<file path="config.mk">
export PLATFORM = sky130hd
export DESIGN_NAME = uart_frame_scheduler
export DESIGN_NICKNAME = d
export VERILOG_FILES = /design/src/rtl/uart_sched_pkg.sv /design/src/rtl/uart_frame_scheduler_req.sv /design/src/rtl/uart_frame_scheduler.sv
export SDC_FILE = /design/constraint.sdc
export NUM_CORES = 1
export LEC_CHECK = 0
export ABC_AREA = 1
export CORE_ASPECT_RATIO = 1.1
export CORE_MARGIN = 2
export CORE_UTILIZATION = 51
export CTS_CLUSTER_DIAMETER = 30
export CTS_CLUSTER_SIZE = 8
export DETAILED_ROUTE_END_ITERATION = 12
export GPL_ROUTABILITY_DRIVEN = 1
export GPL_TIMING_DRIVEN = 0
export PLACE_DENSITY = 0.85
export RECOVER_POWER = 50
export SKIP_LAST_GASP = 1
export SLEW_MARGIN = 15
export SYNTH_ARGS = -nofsm -noshare
export SYNTH_HDL_FRONTEND = slang
export SYNTH_SLANG_ARGS = --single-unit
</file>
<file path="constraint.sdc">
create_clock -name clk -period 1.8 [get_ports clk]
set_input_delay 0.18 -clock clk [delete_from_list [all_inputs] [get_ports clk]]
set_output_delay 0.18 -clock clk [all_outputs]
set_load 0.02 [all_outputs]
</file>
<file path="src/rtl/uart_sched_pkg.sv">
// uart_sched_pkg: shared states and defaults for the framed-UART sender scheduler.
package uart_sched_pkg;
  localparam int DEF_CNT_W = 3;
  localparam int DEF_TO_W = 24;
  localparam logic [23:0] DEF_TIMEOUT = 24'd8_000_000;
  localparam int FRAME_LEN = 1032;
  typedef enum logic [2:0] {IDLE, ARB, START, WAIT, DONE} state_t;
endpackage

</file>
<file path="src/rtl/uart_frame_scheduler_req.sv">
// frame_req_counter: synchronizes one frame_rdy strobe and counts pending frames.
module frame_req_counter #(
  parameter int CNT_W = 3
) (
  input  logic             clk,
  input  logic             rst_n,
  input  logic             rdy,
  input  logic             dec,
  input  logic             err_clr,
  output logic [CNT_W-1:0] cnt,
  output logic             ovf
);
  logic [2:0] sr;
  logic rise, sat;
  logic [CNT_W-1:0] cnt_nxt;
  assign rise = sr[1] & ~sr[2];
  assign sat = &cnt;
  // simultaneous edge and decrement cancel out
  always_comb cnt_nxt = (rise && !dec && !sat) ? cnt + 1'b1 :
                        (!rise && dec && cnt != '0) ? cnt - 1'b1 : cnt;
  always_ff @(posedge clk or negedge rst_n)
    if (!rst_n) begin
      sr <= '0;
      cnt <= '0;
      ovf <= 1'b0;
    end else begin
      sr <= {sr[1:0], rdy};
      cnt <= cnt_nxt;
      ovf <= (rise & sat) | (ovf & ~err_clr);
    end
endmodule

</file>
<file path="src/rtl/uart_frame_scheduler.sv">
// uart_frame_scheduler: round-robin grants of one UART sender to NUM_REQ frame producers,
// one full frame per grant, with a watchdog that aborts stalled frames.
module uart_frame_scheduler
  import uart_sched_pkg::*;
#(
  parameter int NUM_REQ = 4,
  parameter int CH_W = 2,
  parameter int CNT_W = DEF_CNT_W,
  parameter int TO_W = DEF_TO_W,
  parameter logic [TO_W-1:0] TIMEOUT = TO_W'(DEF_TIMEOUT)
) (
  input  logic                     clk,
  input  logic                     rst_n,
  input  logic                     enable,
  input  logic [NUM_REQ-1:0]       frame_rdy,
  input  logic                     send_done,
  input  logic                     err_clr,
  output logic                     send_start,
  output logic [CH_W-1:0]          send_ch,
  output logic [NUM_REQ-1:0]       grant,
  output logic                     send_abort,
  output logic                     busy,
  output logic [NUM_REQ*CNT_W-1:0] pend_cnt,
  output logic [NUM_REQ-1:0]       ovf,
  output logic                     timeout_err
);
  state_t state, nxt;
  logic [CH_W-1:0] ptr, win;
  logic [TO_W-1:0] wd;
  logic [NUM_REQ-1:0] nz;
  for (genvar i = 0; i < NUM_REQ; i++) begin : g_req
    frame_req_counter #(.CNT_W(CNT_W)) u_cnt (
      .clk(clk),
      .rst_n(rst_n),
      .rdy(frame_rdy[i]),
      .dec(state == DONE && grant[i]),
      .err_clr(err_clr),
      .cnt(pend_cnt[i*CNT_W +: CNT_W]),
      .ovf(ovf[i])
    );
    assign nz[i] = |pend_cnt[i*CNT_W +: CNT_W];
  end
  // descending scan so the nearest channel after ptr wins
  always_comb begin
    win = ptr;
    for (int k = NUM_REQ; k >= 1; k--)
      if (nz[(int'(ptr) + k) % NUM_REQ]) win = CH_W'((int'(ptr) + k) % NUM_REQ);
  end
  always_comb begin
    nxt = state;
    send_abort = 1'b0;
    case (state)
      IDLE:  nxt = (enable && |nz) ? ARB : IDLE;
      ARB:   nxt = START;
      START: nxt = WAIT;
      WAIT:
        if (send_done) nxt = DONE;
        else if (wd == TIMEOUT - 1'b1) begin
          send_abort = 1'b1;
          nxt = DONE;
        end
      default: nxt = IDLE;
    endcase
  end
  assign send_start = state == START;
  assign busy = state == START || state == WAIT;
  always_ff @(posedge clk or negedge rst_n)
    if (!rst_n) begin
      state <= IDLE;
      ptr <= '0;
      send_ch <= '0;
      grant <= '0;
      wd <= '0;
      timeout_err <= 1'b0;
    end else begin
      state <= nxt;
      timeout_err <= send_abort | (timeout_err & ~err_clr);
      wd <= state == START ? '0 : state == WAIT ? wd + 1'b1 : wd;
      if (state == ARB) begin
        send_ch <= win;
        grant <= NUM_REQ'(1) << win;
      end
      if (state == DONE) begin
        ptr <= send_ch;
        grant <= '0;
      end
    end
endmodule

</file>
# Word level (Yosys, flattened, before mapping)
# Cells that the tools add are included.
# totals
register_bits	64
latchBits	0
ram_bits	0
romBits	0
out_inout_bits	26
elab_cells	162
memories	0
# classes
add_sub_neg	13
n_mul	0
div	0
order_cmp	4
eq_ne	6
shifts	1
n_mux	35
n_bitwise	27
reduce_logical	58
# op_table
op	count
2-to-1 mux 24 bit	2
2-to-1 mux 3 bit	10
adder 24 x 1 -> 24 bit, second input constant	1
equality test 24 x 23 -> 1 bit, second input constant	1
logical AND 1 bit	21
< comparator 3 x 4 -> 1 bit, second input constant	4
AND 1 bit	13
adder 3 x 1 -> 3 bit, second input constant	4
zero test 1 bit	12
2-to-1 mux 1 bit	12
one-hot mux 3 bit (4 select lines)	1
AND reduction 3 bit	4
nonzero test 2 bit	6
nonzero test 3 bit	4
OR reduction 12 bit	1
OR reduction 3 bit	4
subtractor 3 x 1 -> 3 bit, second input constant	4
binary-select mux 1 bit (select 2 bit)	4
2-to-1 mux 2 bit	4
2-to-1 mux 4 bit	2
OR reduction 2 bit	4
equality test 3 x 2 -> 1 bit, second input constant	2
inverter 1 bit	5
bitwise OR 1 bit	5
other kinds (9)	14

# Depth between registers and ports, before layout
# logic_depth
word_depth	13
ltp_mapped	12
ltp_nobuf	11

# By module
# A second synthesis with hierarchy kept.
# unflattened
hier_cells	456
hier_area_um2	3479.6
# modules_own_cells
mod	instances	cells_per_inst	area_each_um2	seq_area_each_um2
uart_frame_scheduler	1	312	2178.3	900.9
frame_req_counter	4	36	325.3	175.2

# Worst setup path before layout
# Ideal clock, no wire load.
# synth_path
kind	register -> register
from	register g_req[3].u_cnt.cnt[0]
to	register g_req[3].u_cnt.cnt[2]
setup_time_ps	128
arrival_ps	1615
t_required_ps	1672
path_slack_ps	57
stages_incl_launch_ff	9
n_path_buf	0
cell_sequence	dfrtp_1 inv_1 nor3_1 nor3_1 inv_1 fa_1 nor2_1 a21oi_1 xor2_1
# synth_via
elab_chain_len	4
elab_cells_between_ends	10
# synth_lines
element	line_no	text
start, declared	uart_frame_scheduler_req.sv:10	output logic [CNT_W-1:0] cnt,
start signal, assigned	uart_frame_scheduler_req.sv:28	cnt <= cnt_nxt;
branches (longest 4 deep; another with subtractor 3 x 1 -> 3 bit)	--	
# Several ways; the timed one is not identified. The select of a mux whose other input is x is not followed.
# A chain may end at the register's enable or synchronous reset.

# Worst setup path in the final report
# layout_path
from	register state[1]
to	register g_req[2].u_cnt.cnt[2]
# layout_via
elab_chain_len	6
elab_cells_between_ends	9
# layout_lines
element	line_no	text
start, declared	uart_frame_scheduler.sv:27	state_t state, nxt;
start signal, assigned	uart_frame_scheduler.sv:76	state <= nxt;
equality test 3 bit (*)	uart_frame_scheduler.sv:36	.dec(state == DONE && grant[i]),
logical AND 1 bit (*)	uart_frame_scheduler.sv:36	
zero test 1 bit	uart_frame_scheduler_req.sv:19	always_comb cnt_nxt = (rise && !dec && !sat) ? cnt + 1'b1 :
logical AND 1 bit (2 in a row)	uart_frame_scheduler_req.sv:19	
2-to-1 mux 3 bit / nonzero test 2 bit (equally long branches)	--	
end signal, assigned	uart_frame_scheduler_req.sv:28	
end, declared	uart_frame_scheduler_req.sv:10	
# Mark *: on every way between the ends. The rest lies on a longest branch, timed or not.

==> results.sh <==
export IMPL_status="finished with violations"
export IMPL_violations="negative setup slack"
export IMPL_cts_buffers=9
export IMPL_io_buffer_count=34
export IMPL_globalRouteTotalUtil_pct=23.2
export IMPL_max_slew_worst_pin_slew_ns=0.691
export IMPL_n_antenna_cell=0
export IMPL_antenna_found_initial=0
export IMPL_syn_inst=432
export IMPL_clockRootBuffer="clkbuf_8"
export IMPL_grt_pass1_wl_um=13000
export IMPL_dieArea_um2=7330
export IMPL_max_slew_margin_pct=53.6
export IMPL_drt_initial_drc_count=199
export IMPL_irDropWorstVdd_v=0.000872
export IMPL_grt_pass1_vias=3025
export IMPL_drc=0
export IMPL_mappedNetlistArea_um2=3400
export IMPL_r2r_end="g_req[2].u_cnt.cnt[2]"
export IMPL_r2r_slack_ns=-0.09
export IMPL_min_path_type="reg2reg"
export IMPL_worstSkewPairLatency_ns=0.36
export IMPL_cts_tree="done"
export IMPL_ys_ff_latch=64
export IMPL_num_fill_cells=519
export IMPL_reg2reg_depth=10
export IMPL_num_vias=3146
export IMPL_start_kind="register"
export IMPL_overflow=0
export IMPL_syn_area_per_cell_um2=7.86
export IMPL_required_ns=2.04
export IMPL_rsz0062_at_grt="true"
export IMPL_end_kind="register"
export IMPL_seq_area_frac_synth_pct=47.1
export IMPL_grt_max_degree=38
export IMPL_worst_slack_ns=-0.0869
export IMPL_htree_levels=3
export IMPL_path_max_fanout=5
export IMPL_crit_end="g_req[2].u_cnt.cnt[2]"
export IMPL_avgRoutedWirePerCell_um=14.4
export IMPL_async_reset_ff_share_pct=100
export IMPL_max_cap_violations=0
export IMPL_drtAntennaViolNets=0
export IMPL_fin_crit_sh_pct=105
export IMPL_ys_warn_count=0
export IMPL_reg2reg_from="state[1]"
export IMPL_cts_num_sinks=64
export IMPL_synth_nets=446
export IMPL_synth_top_cell_area_share_pct=47.1
export IMPL_viasPerCell=5.37
export IMPL_core_um2=6520
export IMPL_die_y_um=89.6
export IMPL_arrival_ns=2.13
export IMPL_skew_ns=0.0117
export IMPL_num_rows=31
export IMPL_totalWireLength_um=8420
export IMPL_nNetsFinal=513
export IMPL_drtPass1Iterations=5
export IMPL_cts_path_max_buffers=2
export IMPL_hold_start="g_req[0].u_cnt.sr[0]"
export IMPL_p_total_mw=6.50
export IMPL_utilization_pct=66.6
export IMPL_io_pins=35
export IMPL_final_max_slew_viol_count=0
export IMPL_leakage_nw=2.06
export IMPL_synthDistinctLibCells=35
export IMPL_synth_edff_count=0
export IMPL_cp_startpoint="state[1]"
export IMPL_place_hpwl_um=5630
export IMPL_cts_clk_slew_worst_paths_ns=0.09
export IMPL_period_needed_ns=1.89
export IMPL_fp_dieW_um=81.8
export IMPL_synth_top_cell_by_area="dfrtp_1"
export IMPL_start_util_pct=52.1
export IMPL_power_density_nw_per_um2=1500
export IMPL_setup_viol=5
export IMPL_drive_above_1_share_pct=18.3
export IMPL_synth_main_ff_cell="dfrtp_1"
export IMPL_synthTopCellsByArea="dfrtp_1, nand2_1, inv_1, nor2_1, nand3_1"
export IMPL_critPathKind="reg2reg"
export IMPL_finalHoldViolCount=0
export IMPL_fmax_mhz=530
export IMPL_gp_congestion=0.946
export IMPL_area_growth_pct=27.8
## final cells by class
class | count | area [um2] | share of cell area, %
Sequential cell | 64 | 1610 | 37.0
Timing Repair Buffer | 56 | 510 | 11.8
Inverter | 80 | 307 | 7.06
Buffer | 7 | 62.6 | 1.44
Clock inverter | 7 | 78.8 | 1.82
Multi-Input combinational cell | 281 | 1550 | 35.7
Clock buffer | 9 | 124 | 2.85
Tap cell | 82 | 103 | 2.36
## worst min path at each step
stage / endpoint / cells past startpoint / slack [ns]
finish: g_req[0].u_cnt.sr[1] / 0 / 0.34
global route: g_req[0].u_cnt.sr[1] / 0 / 0.36
CTS: g_req[3].u_cnt.sr[0] / 1 / 0.25
detailed placement: g_req[3].u_cnt.sr[1] / 1 / 0.12
global placement: g_req[0].u_cnt.sr[1] / 0 / 0.33
floorplan: g_req[0].u_cnt.cnt[0] / 0 / -0.12
## cells by family (layout without fill, tap and decap cells)
logic type                 count (synthesis)  count (layout)  synth area share, %
adders and majority gates                  5               5                 2.73
xor gates and xnor gates                   9               9                 2.32
DFF                                       64              64                 47.1
muxes                                      2               2                0.663
and+or+nand+nor                          220             220                 29.0
buffers and inverters                     87             159                 10.7
AOI/OAI and AO/OA                         45              45                 7.51
## what timing repair did
action / CTS / global route
gates resized for setup: 13 / 39
endpoints found under the hold margin: 27 / 0
setup buffers: 2 / 18
hold buffers: 1 / 0
endpoints found under the setup margin: 11 / 19
pin swaps: 1 / 12
## per-layer routing
layer  wire [um]  vias up  global-route usage (%)
met4         247        0                    11.8
met2        4470       95                    40.9
met1        3320     1531                    27.3
met3         381       22                    3.60
met5           0        -                       0
li1            -     1498                       -
## through the flow
step | setup slack (ns) | setup TNS [ns] | cells | hold WS (ns) | cell area [um2]
floorplan | 0.0571 | 0 | 432 | -0.116 | 3400
global placement | -1.48 | -94.99 | 548 | 0.334 | 3840
detailed placement | -0.403 | -0.958 | 549 | 0.124 | 3860
CTS | -0.256 | -0.699 | 568 | 0.252 | 4110
global route | -0.154 | -1.20 | 586 | 0.360 | 4340
finish | -0.0869 | -0.250 | 586 | 0.343 | 4340
## power by group
| part | leakage [nW] | total, mW | internal (mW) | switching [mW] |
|---|---|---|---|---|
| Combinational | 1.15 | 3.11 | 1.25 | 1.85 |
| Sequential | 0.817 | 2.11 | 1.77 | 0.342 |
| Clock | 0.0925 | 1.29 | 0.650 | 0.635 |
## flip-flops by register name, summed over array words and instances (netlist names)
name / cells
g_req.u_cnt.cnt: 12
wd: 24
send_ch: 2
state: 3
ptr: 2
grant: 4
g_req.u_cnt.ovf: 4
g_req.u_cnt.sr: 12
timeout_err: 1
## worst max-delay path, stage by stage (launching register included)
cell     delay, ns
dfrtp_2       0.42
inv_2         0.07
nand3_4       0.13
buf_12        0.13
nor2_4        0.03
nor3_2        0.21
inv_1         0.11
fa_2          0.39
nor2_2        0.11
a21oi_2       0.04
xor2_1        0.13
## synth_stat cells, drive strengths merged, types with 4 or more instances
master,instances
a21oi,18
buf,6
dfrtp,64
fa,4
inv,80
nand2,96
nand3,36
nand4,10
nor2,61
nor3,12
o21ai,16
xor2,9
## layout by cell type, fill, tap and decap left out, drive strengths merged
master	netlist	layout
nor4	3	3
inv	80	81
nand4	10	10
nor3	12	12
clkbuf	1	13
dlygate4sd2	0	1
clkinv	0	1
buf	6	27
clkdlybuf4s50	0	26
nand2	96	96
clkinvlp	0	4
a21o	1	1
a21oi	18	18
xor2	9	9
fa	4	4
o221ai	1	1
o21ai	16	16
a41oi	1	1
a22o	1	1
a211oi	2	2
dlygate4sd3	0	5
a2bb2oi	1	1
nand3	36	36
o211ai	1	1
ha	1	1
mux2	2	2
dfrtp	64	64
nor2	61	61
nand3b	2	2
bufinv	0	1
o22ai	3	3
Power figures use the tool's default switching activity.
==> variant, RTL diff (same settings) <==
`NUM_REQ`: 4 -> 5.
--- a/src/rtl/uart_frame_scheduler.sv
+++ b/src/rtl/uart_frame_scheduler.sv
@@ -4,5 +4,5 @@
   import uart_sched_pkg::*;
 #(
-  parameter int NUM_REQ = 4,
+  parameter int NUM_REQ = 5,
   parameter int CH_W = 2,
   parameter int CNT_W = DEF_CNT_W,
Ports: changed (resized frame_rdy, grant, ovf and pend_cnt); port bits go from 35 to 41. No check against the original RTL was run, so the function may have changed too.
==> variant against the original RTL <==
- the flow still finishes with violations (negative setup slack)
- total power grew 28%
- via count rose by 12%
- critical path depth up 3
- cell area is 19% higher
- sequential cell count increased by 7
- first-iteration DRC count increased by 17%
- die area rose by 14%
- largest cell class is now multi-input gates
- synthesized area up 15%
- synthesized cell count grew 12%
- wire length increased by 16%
- highest routed layer unchanged
- largest power group unchanged
- sequential power is 15% higher
- hold slack better by 0.0068 ns
- setup slack lost 0.20 ns
==> variant: results (changes against the original RTL) <==
DR iter-0 viols 233 (+17%); detailed placer's ending HPWL 6170 um (+9.6%); PortBufs 39 (+15%); Nets 586 (+14%); Worst VDD drop 0.000600 V (-31%); wire length on met2 5160 um (+16%); met3 global-route usage 4.29% (+0.69 points); Avg Vias per Cell 5.40 (+0.50%); Endpoint, Worst Hold g_req[4].u_cnt.sr[1]; post-synthesis cell type count 45 (+29%); drt wl/cell 14.9 um (+3.9%); Sw Pwr 3.60 mW (+27%); syn nets 504 (+13%); crit path DAT 2.38 ns (+0.25 ns); cell count of the worst reg-to-reg path 13 (+3); setup TNS -1.63 ns (-1.38 ns); RePlAce Congestion 0.925 (-2.2%); post-synthesis sequential area ratio 45.5% (-1.6 points); fillcell total 511 (-1.5%); DP Area 0.00445 mm^2 (+15%); cell count after synthesis 482 (+12%); Post-synth top cells nand2_1 (101), inv_1 (81), dfrtp_1 (71); first-pass GRT wire length 14900 um (+14%); layout cells sized above 1 23.9% (+5.7 points); pre-CTS WS -0.262 ns (+0.141 ns); final worst slack -0.290 ns (-0.203 ns); failing checks negative setup slack; status complete, but fails checks; Fin Hold WS 0.350 ns (+0.00684 ns); routing usage on met2 39.3% (-1.7 points); Final Setup Violations 9 (+4); WL met3 465 um (+22%); CP peak stage delay 0.44 ns (+0.02 ns); Area contributors post-synth dfrtp_1 (45%), nand2_1 (9.7%), inv_1 (7.8%); Reg2Reg Launch Point ptr[0]; logic gate share of total power 52.7% (+4.9 points); width of the die 87.4 um (+6.9%); largest net degree at the start of global routing 52 (+37%); Internal 4.72 mW (+29%); Final Skew 0.0116 ns (-0.000164 ns); HP Start g_req[4].u_cnt.sr[0]; Worst slew margin 22.4% (-31 points); M1 wire length 3810 um (+15%); P_clk 1.50 mW (+16%); placed cell count 609 (+11%); crit path capture grant[0]
[variant: area by class of cell]
cell class              instances  area (um^2)  area share (%)
inverters                      85          329            6.37
clock buffers                  11          131            2.54
plain buffers                   9         72.6            1.41
multi-input cells             317         2020            39.1
well taps                      87          109            2.11
flip-flops and latches         71         1780            34.5
clock inverters                 4         95.1            1.84
repair buffers                 71          629            12.2
[variant: timing repair]
action                                  4_1_cts  5_1_grt
buffers inserted                             11       19
hold buffers                                  1        0
resized for setup                            35       50
cloned                                        0        0
pin swaps                                     7       17
endpoints found under the hold margin        20        0
endpoints found under the setup margin       27       27
[variant: kinds of logic after synthesis]
| kind of cell | after synthesis | synth area share (%) |
|---|---|---|
| AOI/OAI and AO/OA | 53 | 8.07 |
| xor gates and xnor gates | 11 | 2.47 |
| adders and majority gates | 12 | 4.81 |
| buffers and inverters | 94 | 9.68 |
| DFF | 71 | 45.5 |
| muxes | 5 | 1.41 |
| other | 1 | 0.0960 |
| and+or+nand+nor | 235 | 28.0 |
